## config.mk

```make
export PLATFORM = sky130hd
export DESIGN_NAME = multicycle_control
export DESIGN_NICKNAME = d
export VERILOG_FILES = /design/src/rtl/cpu_ctrl_pkg.sv /design/src/rtl/alu_decoder.sv /design/src/rtl/multicycle_control.sv
export SDC_FILE = /design/constraint.sdc
export NUM_CORES = 1
export LEC_CHECK = 0
export ABC_AREA = 1
export BUFFER_PORTS_ARGS = -buffer_cell sky130_fd_sc_hd__buf_4
export CORE_AREA = 2 2 47 49
export CTS_CLUSTER_DIAMETER = 40
export DETAILED_ROUTE_END_ITERATION = 7
export DIE_AREA = 0 0 49 51
export HOLD_SLACK_MARGIN = 0.06
export PLACE_DENSITY = 0.71
export SETUP_SLACK_MARGIN = 0.05
export SLEW_MARGIN = 0
export SYNTH_ARGS = -nofsm -noshare
export SYNTH_HDL_FRONTEND = slang
export SYNTH_HIERARCHICAL = 1
export SYNTH_SLANG_ARGS = --single-unit
```

## constraint.sdc

```tcl
create_clock -name clk -period 2.8 [get_ports clk]
set_input_delay 0.56 -clock clk [delete_from_list [all_inputs] [get_ports clk]]
set_output_delay 0.56 -clock clk [all_outputs]
set_load 0.01 [all_outputs]
```

## src/rtl/cpu_ctrl_pkg.sv

```systemverilog
// Shared definitions for the multi-cycle CPU control path. This package holds
// the opcodes, the FSM state encodings, the ALU codes and the datapath select
// encodings, plus the per-state Moore output table.
package cpu_ctrl_pkg;

  localparam int OPW    = 4;
  localparam int STATEW = 4;

  // Opcodes (instr[15:12]); 0000-0011 are R-type, 1010-1111 are illegal
  localparam logic [OPW-1:0] OP_ADDI = 4'b0100;
  localparam logic [OPW-1:0] OP_LW   = 4'b0101;
  localparam logic [OPW-1:0] OP_SW   = 4'b0110;
  localparam logic [OPW-1:0] OP_BEQ  = 4'b0111;
  localparam logic [OPW-1:0] OP_BGT  = 4'b1000;
  localparam logic [OPW-1:0] OP_J    = 4'b1001;

  // ALUControl codes, shared with the ALU
  localparam logic [1:0] ALU_ADD = 2'b00;
  localparam logic [1:0] ALU_SUB = 2'b01;
  localparam logic [1:0] ALU_AND = 2'b10;
  localparam logic [1:0] ALU_OR  = 2'b11;

  // Datapath select encodings
  localparam logic [1:0] SRCA_PC       = 2'b00;
  localparam logic [1:0] SRCA_OLDPC    = 2'b01;
  localparam logic [1:0] SRCA_REGA     = 2'b10;
  localparam logic [1:0] SRCB_REGB     = 2'b00;
  localparam logic [1:0] SRCB_IMM      = 2'b01;
  localparam logic [1:0] SRCB_ONE      = 2'b10;
  localparam logic [1:0] RES_ALUOUT    = 2'b00;
  localparam logic [1:0] RES_MEMDATA   = 2'b01;
  localparam logic [1:0] RES_ALURESULT = 2'b10;

  typedef enum logic [STATEW-1:0] {
    S_FETCH  = 4'd0,
    S_DECODE = 4'd1,
    S_EXECR  = 4'd2,
    S_EXECI  = 4'd3,
    S_ALUWB  = 4'd4,
    S_MEMADR = 4'd5,
    S_MEMRD  = 4'd6,
    S_MEMWB  = 4'd7,
    S_MEMWR  = 4'd8,
    S_BRANCH = 4'd9,
    S_JUMP   = 4'd10
  } state_t;

  typedef struct packed {
    logic [1:0] alu_src_a;
    logic [1:0] alu_src_b;
    logic [1:0] result_src;
    logic       adr_src;
    logic       ir_write;
    logic       pc_write;
    logic       reg_write;
    logic       mem_write;
    logic       instr_done;
  } ctrl_t;

  // Moore outputs for each state; anything not listed stays 0
  function automatic ctrl_t moore_ctrl(state_t s);
    ctrl_t c;
    c = '0;
    case (s)
      S_FETCH: begin
        c.alu_src_a  = SRCA_PC;
        c.alu_src_b  = SRCB_ONE;
        c.result_src = RES_ALURESULT;
        c.ir_write   = 1'b1;
        c.pc_write   = 1'b1;
      end
      S_DECODE: begin
        c.alu_src_a = SRCA_OLDPC;
        c.alu_src_b = SRCB_IMM;
      end
      S_EXECR: begin
        c.alu_src_a = SRCA_REGA;
        c.alu_src_b = SRCB_REGB;
      end
      S_EXECI, S_MEMADR: begin
        c.alu_src_a = SRCA_REGA;
        c.alu_src_b = SRCB_IMM;
      end
      S_ALUWB: begin
        c.result_src = RES_ALUOUT;
        c.reg_write  = 1'b1;
        c.instr_done = 1'b1;
      end
      S_MEMRD: begin
        c.result_src = RES_ALUOUT;
        c.adr_src    = 1'b1;
      end
      S_MEMWB: begin
        c.result_src = RES_MEMDATA;
        c.reg_write  = 1'b1;
        c.instr_done = 1'b1;
      end
      S_MEMWR: begin
        c.result_src = RES_ALUOUT;
        c.adr_src    = 1'b1;
        c.mem_write  = 1'b1;
        c.instr_done = 1'b1;
      end
      S_BRANCH: begin
        c.alu_src_a  = SRCA_REGA;
        c.alu_src_b  = SRCB_REGB;
        c.result_src = RES_ALUOUT;
        c.instr_done = 1'b1;
      end
      S_JUMP: begin
        c.result_src = RES_ALUOUT;
        c.pc_write   = 1'b1;
        c.instr_done = 1'b1;
      end
      default: c = '0;
    endcase
    return c;
  endfunction

endpackage

```

## src/rtl/alu_decoder.sv

```systemverilog
// ALU operation decoder: picks the ALUControl code from the current FSM state
// and, for R-type execution, the low opcode bits.
module alu_decoder
  import cpu_ctrl_pkg::*;
(
  input  state_t         state,
  input  logic [OPW-1:0] opcode,
  output logic [1:0]     alu_control
);

  // Address/target arithmetic adds, branches compare by subtracting
  always_comb begin
    alu_control = ALU_ADD;
    case (state)
      S_EXECR:  alu_control = opcode[1:0];
      S_BRANCH: alu_control = ALU_SUB;
      default:  alu_control = ALU_ADD;
    endcase
  end

endmodule

```

## src/rtl/multicycle_control.sv

```systemverilog
// Multi-cycle control FSM for the 16-bit RISC CPU. Moore outputs are held in a
// register loaded with the table entry of the state being entered; the branch
// PC write and the illegal-opcode done pulse are resolved combinationally.
module multicycle_control
  import cpu_ctrl_pkg::*;
#(
  parameter int OPW    = 4,
  parameter int STATEW = 4
) (
  input  logic              clk,
  input  logic              reset,
  input  logic [OPW-1:0]    opcode,
  input  logic              zero_flag,
  input  logic              greater_flag,
  output logic [1:0]        ALUControl,
  output logic [1:0]        ALUSrcA,
  output logic [1:0]        ALUSrcB,
  output logic [1:0]        ResultSrc,
  output logic              AdrSrc,
  output logic              IRWrite,
  output logic              PCWrite,
  output logic              RegWrite,
  output logic              MemWrite,
  output logic              instr_done,
  output logic [STATEW-1:0] state
);

  state_t state_q;
  state_t next_state;
  ctrl_t  ctrl_q;
  logic   is_rtype;
  logic   is_illegal;
  logic   legal_state;
  logic   branch_taken;
  logic   en_ok;

  assign is_rtype    = (opcode[3:2] == 2'b00);
  assign is_illegal  = (opcode > OP_J);
  assign legal_state = (state_q <= S_JUMP);
  // Writes are suppressed while reset is held or the state register is corrupt
  assign en_ok       = ~reset & legal_state;

  // Strict greater-than for BGT: non-negative and non-zero difference
  assign branch_taken = (opcode == OP_BEQ) ? zero_flag : (greater_flag & ~zero_flag);

  // Next-state selection; unknown encodings fall back to FETCH
  always_comb begin
    next_state = S_FETCH;
    case (state_q)
      S_FETCH:  next_state = S_DECODE;
      S_DECODE: begin
        if (is_rtype) next_state = S_EXECR;
        else begin
          case (opcode)
            OP_ADDI:      next_state = S_EXECI;
            OP_LW, OP_SW: next_state = S_MEMADR;
            OP_BEQ, OP_BGT: next_state = S_BRANCH;
            OP_J:         next_state = S_JUMP;
            default:      next_state = S_FETCH;
          endcase
        end
      end
      S_EXECR, S_EXECI: next_state = S_ALUWB;
      S_MEMADR: next_state = (opcode == OP_LW) ? S_MEMRD : S_MEMWR;
      S_MEMRD:  next_state = S_MEMWB;
      default:  next_state = S_FETCH;
    endcase
  end

  // State and registered Moore outputs; reset parks both on FETCH
  always_ff @(posedge clk or posedge reset) begin
    if (reset) begin
      state_q <= S_FETCH;
      ctrl_q  <= moore_ctrl(S_FETCH);
    end else begin
      state_q <= next_state;
      ctrl_q  <= moore_ctrl(next_state);
    end
  end

  alu_decoder u_alu_decoder (
    .state       (state_q),
    .opcode      (opcode),
    .alu_control (ALUControl)
  );

  assign ALUSrcA    = ctrl_q.alu_src_a;
  assign ALUSrcB    = ctrl_q.alu_src_b;
  assign ResultSrc  = ctrl_q.result_src;
  assign AdrSrc     = ctrl_q.adr_src;
  assign IRWrite    = ctrl_q.ir_write & en_ok;
  assign PCWrite    = (ctrl_q.pc_write | ((state_q == S_BRANCH) & branch_taken)) & en_ok;
  assign RegWrite   = ctrl_q.reg_write & en_ok;
  assign MemWrite   = ctrl_q.mem_write & en_ok;
  assign instr_done = (ctrl_q.instr_done | ((state_q == S_DECODE) & is_illegal)) & en_ok;
  assign state      = state_q;

endmodule

```

Yosys cells after proc, flatten, opt, wreduce, memory -nomap -nowiden:

Cells that the tools add are included.

* bits of input ports: 8
* word-level logic and storage cells: 73
* flip-flop bits (word level): 16

* multiplexer cells: 14
* reduce and logical (&&, ||, !) cells: 12
* bitwise operators: 13
* equality and inequality tests: 22
* $lt $le $gt $ge: 2

Operator list (count)
* $eq A4 B3 Y1 const B: 10
* $pmux W4 S4: 2
* $eq A4 B4 Y1 const B: 6
* $pmux W4 S5: 1
* $eq A4 B2 Y1 const B: 4
* $reduce_or A2 Y1: 8
* $and A1 B1 Y1: 9
* $eq A4 B1 Y1 const B: 2
* $logic_not A4 Y1: 2
* $mux W4: 2
* $pmux W2 S2: 2
* $mux W1: 7
* $reduce_or A5 Y1: 1
* $gt A4 B4 Y1 const B: 1
* $le A4 B4 Y1 const B: 1
* $logic_not A2 Y1: 1
* $not A1 Y1: 2
* $or A1 B1 Y1: 2

Depth between registers and ports, before layout:

* word-level depth: 8
* mapped depth: 10
* depth with buffers taken out: 10

Cells and area by module:

The synthesis kept the hierarchy.

By module, submodules not included
* multicycle_control: cells each 116, times used 1, sequential area each 352.8 µm², area an instance 840.8 µm²
* alu_decoder: cells each 10, times used 1, sequential area each 0.0 µm², area an instance 45.0 µm²

Least setup slack after synthesis:

Ideal clock, no wire load.

* path type: in2out
* from: input reset
* to: output PCWrite
* arrival: 1418 ps
* cell stages on the path: 3
* required time: 2240 ps
* path slack: 822 ps
* path through: inv_1 > o21ai_0 > a21oi_1

* longest elaborated chain between the ends: 3

RTL lines
* start: declaration: line multicycle_control.sv:11 `input logic reset,`
* $not A1 Y1: line multicycle_control.sv:41 `assign en_ok = ~reset & legal_state;`
* $and A1 B1 Y1: line multicycle_control.sv:41
* $and A1 B1 Y1: line multicycle_control.sv:92 `assign PCWrite = (ctrl_q.pc_write | ((state_q == S_BRANCH) & branch_taken)) & en_ok;`
* end: declaration: line multicycle_control.sv:21 `output logic PCWrite,`

No other way between the ends.

Final worst setup path:

* from: register state_q[1], in the netlist state[1]
* to: output instr_done

* longest elaborated chain between the ends: 4
* elaborated cells on any way between the ends: 6

RTL lines
* start: declaration: line multicycle_control.sv:28 `state_t state_q;`
* start signal: assignment: line multicycle_control.sv:76 `state_q <= next_state;`
* parallel branches: the longest is 3 deep, another holds $le A4 B4 Y1
* $and A1 B1 Y1 *: line multicycle_control.sv:95 `assign instr_done = (ctrl_q.instr_done | ((state_q == S_DECODE) & is_illegal)) & en_ok;`
* end: declaration: line multicycle_control.sv:24 `output logic instr_done,`

Mark *: on every way between the ends.

==> results.json <==
{
  "synth_fa_ha_area_share_pct": 0,
  "synth-simple-area-share_pct": 38.42,
  "p_per_area_nw_per_um2": 994.4,
  "gr-usage-all-layers_pct": 17.42,
  "synthXorXnorAreaFrac_pct": 0,
  "initialDrtViolationCount": 24,
  "vias_per_cell": 4.691,
  "cts_hold_buf": 0,
  "syn_area_per_cell_um2": 7.031,
  "max-cap-violations": 0,
  "dp_slack_ns": 0.8059,
  "finalClockSkew_ns": 0.0007509,
  "leakage_nw": 0.6653,
  "dieArea_um2": 2499,
  "slew_headroom_pct": 63.65,
  "wl_per_cell_um": 11.08,
  "most-common-layout-cells": "buf_4 (26), inv_1 (23), nand2_1 (22), nor2_1 (19), nand3_1 (14)",
  "fmax_mhz": 455.9,
  "setup_tns_ns": 0,
  "status": "completed",
  "initial_core_util_pct": 42.94,
  "yosys_warnings": 6,
  "overflow": 0,
  "grt_max_degree": 15,
  "cp-start-kind": "flip-flop",
  "setup_viol": 0,
  "synth_cell_types": 18,
  "routed_wl_um": 1972,
  "synth_area_um2": 885.9,
  "path_clk_slew_ns": 0.08,
  "synth_compound_area_share_pct": 5.085,
  "antenna_found_initial": 0,
  "maxSlewViolCount": 0,
  "tightest_slew_ns": 0.5395,
  "worstSkewPairLatency_ns": 0.28,
  "syn_to_final_growth_pct": 25.00,
  "period_needed_ns": 2.193,
  "h-tree-depth": 1,
  "finalHoldViolations": 0,
  "irDropWorstVdd_v": 0.0004262,
  "synth_seq_cells": 14,
  "ctsResizeCount": 0,
  "rsz0062_at_grt": "false",
  "die_h_um": 51,
  "coreArea_um2": 2063,
  "fin_crit_sh_pct": 78.33,
  "place.port_buffers": 25,
  "grt_pass1_vias": 751,
  "drt-pass1-iter-count": 4,
  "yosysTopAreaCellShare_pct": 33.90,
  "cts_made_buffers": 3,
  "crit_fanout": 6,
  "worst_setup_path_end_kind": "output port",
  "syn_nets": 134,
  "arrival_ns": 1.63,
  "critPathKind": "flip-flop to output port",
  "hpwlAfterDp_um": 1590,
  "synth_top_family_by_area": "simple AND/OR/NAND/NOR gates",
  "synth_area_leaders": "dfrtp_1 (34%), inv_1 (9.7%), nand2_1 (9.3%)",
  "synth_seq_area_share_pct": 39.83,
  "required_ns": 2.24,
  "antenna_left": 0,
  "cts_tree": "done",
  "cts-root-buf": "clkbuf_4",
  "cts_buffer_depth": 2,
  "clock-sinks": 14,
  "gp_congestion": 0.8433,
  "syn_inst": 126,
  "synth_largest_area_cell": "dfrtp_1",
  "layout-drive-gt1-share_pct": 33.33,
  "crit_path_start": "state[1]",
  "grt_pass1_wl_um": 3305,
  "final_common_cell": "buf_4",
  "hold_path_class": "input pin to asynchronous set/reset pin",
  "diodes": 0,
  "r2r_start": "state[1]",
  "nets": 159,
  "row_count": 17,
  "die_w_um": 49,
  "route.vias.total": 835,
  "muxShareOfSynthArea_pct": 0,
  "cts_setup_buffers": 0,
  "drc": 0,
  "whs_ns": 0.3045,
  "fin_ws_ns": 0.6067,
  "top_level_ports": 26
}
## synth_stat cells (all sizes together)
cell type,n
a21oi,3
buf,6
clkinv,1
dfrtp,12
dfstp,2
inv,26
nand2,28
nand3,15
nor2,26
nor3,2
o211ai,2
o21ai,3
## where the power goes
group          internal (mW)  total, mW  switching (mW)
combinational          0.244      0.595           0.351
sequential             0.291      0.362          0.0706
clock                 0.0791      0.144          0.0650
total                  0.615       1.10           0.486
## cells by family (layout without fill, tap and decap cells)
kind of cell,Yosys count,count (layout)
AOI/OAI and AO/OA,8,8
buffers and inverters,33,57
DFF,14,14
and+or+nand+nor,71,71
## cell type report
| cell class | instances | area, um2 |
|---|---|---|
| multi-input cells | 79 | 385.4 |
| flip-flops and latches | 14 | 352.8 |
| inverters | 27 | 102.6 |
| well taps | 28 | 35.03 |
| repair buffers | 26 | 195.2 |
| fillers | 198 | 955.9 |
| clock buffers | 4 | 36.28 |
## flip-flops by register name, summed over array words and instances, names as in the netlist
| signal | flops |
|---|---|
| state | 4 |
| ALUSrcB | 2 |
| ResultSrc | 1 |
| AdrSrc | 1 |
| ALUSrcA | 2 |
| ctrl_q | 4 |
## worst max-delay path, stage by stage (launching register included)
cell and delay, ns:
dfrtp_1 0.48, inv_2 0.12, nand2_1 0.08, nor2_2 0.21
o211ai_1 0.17, a21oi_1 0.16, buf_4 0.14
## layer usage
metal	wire length [um]	global-route usage, %
met1	824	19.63
met2	1047	31.96
met3	74	4.094
met4	26	6.667
met5	0	0
## through the flow
stage	cell area [um2]	util, %	cells	total power [mW]
after detailed placement	1071	51.91	174	0.9616
after global placement	1071	51.91	174	0.9441
after CTS	1107	53.67	178	1.110
after floorplan	885.9	-	126	0.7793
final	1107	53.67	178	1.101
after global routing	1107	53.67	178	1.204
## worst paths after layout
| check | slack (ns) | cells after the start | to |
|---|---|---|---|
| min | 0.30 | 3 | ResultSrc[0] |
| min reg2reg | 0.75 | 3 | AdrSrc |
| max in group asynchronous | 2.26 | 3 | ALUSrcB[1] |
| max | 0.61 | 6 | instr_done |
| min in group clk | 0.68 | 4 | state[1] |
| max reg2reg | 1.35 | 8 | ALUSrcA[1] |
No activity file was read; power rests on OpenSTA's default activity.
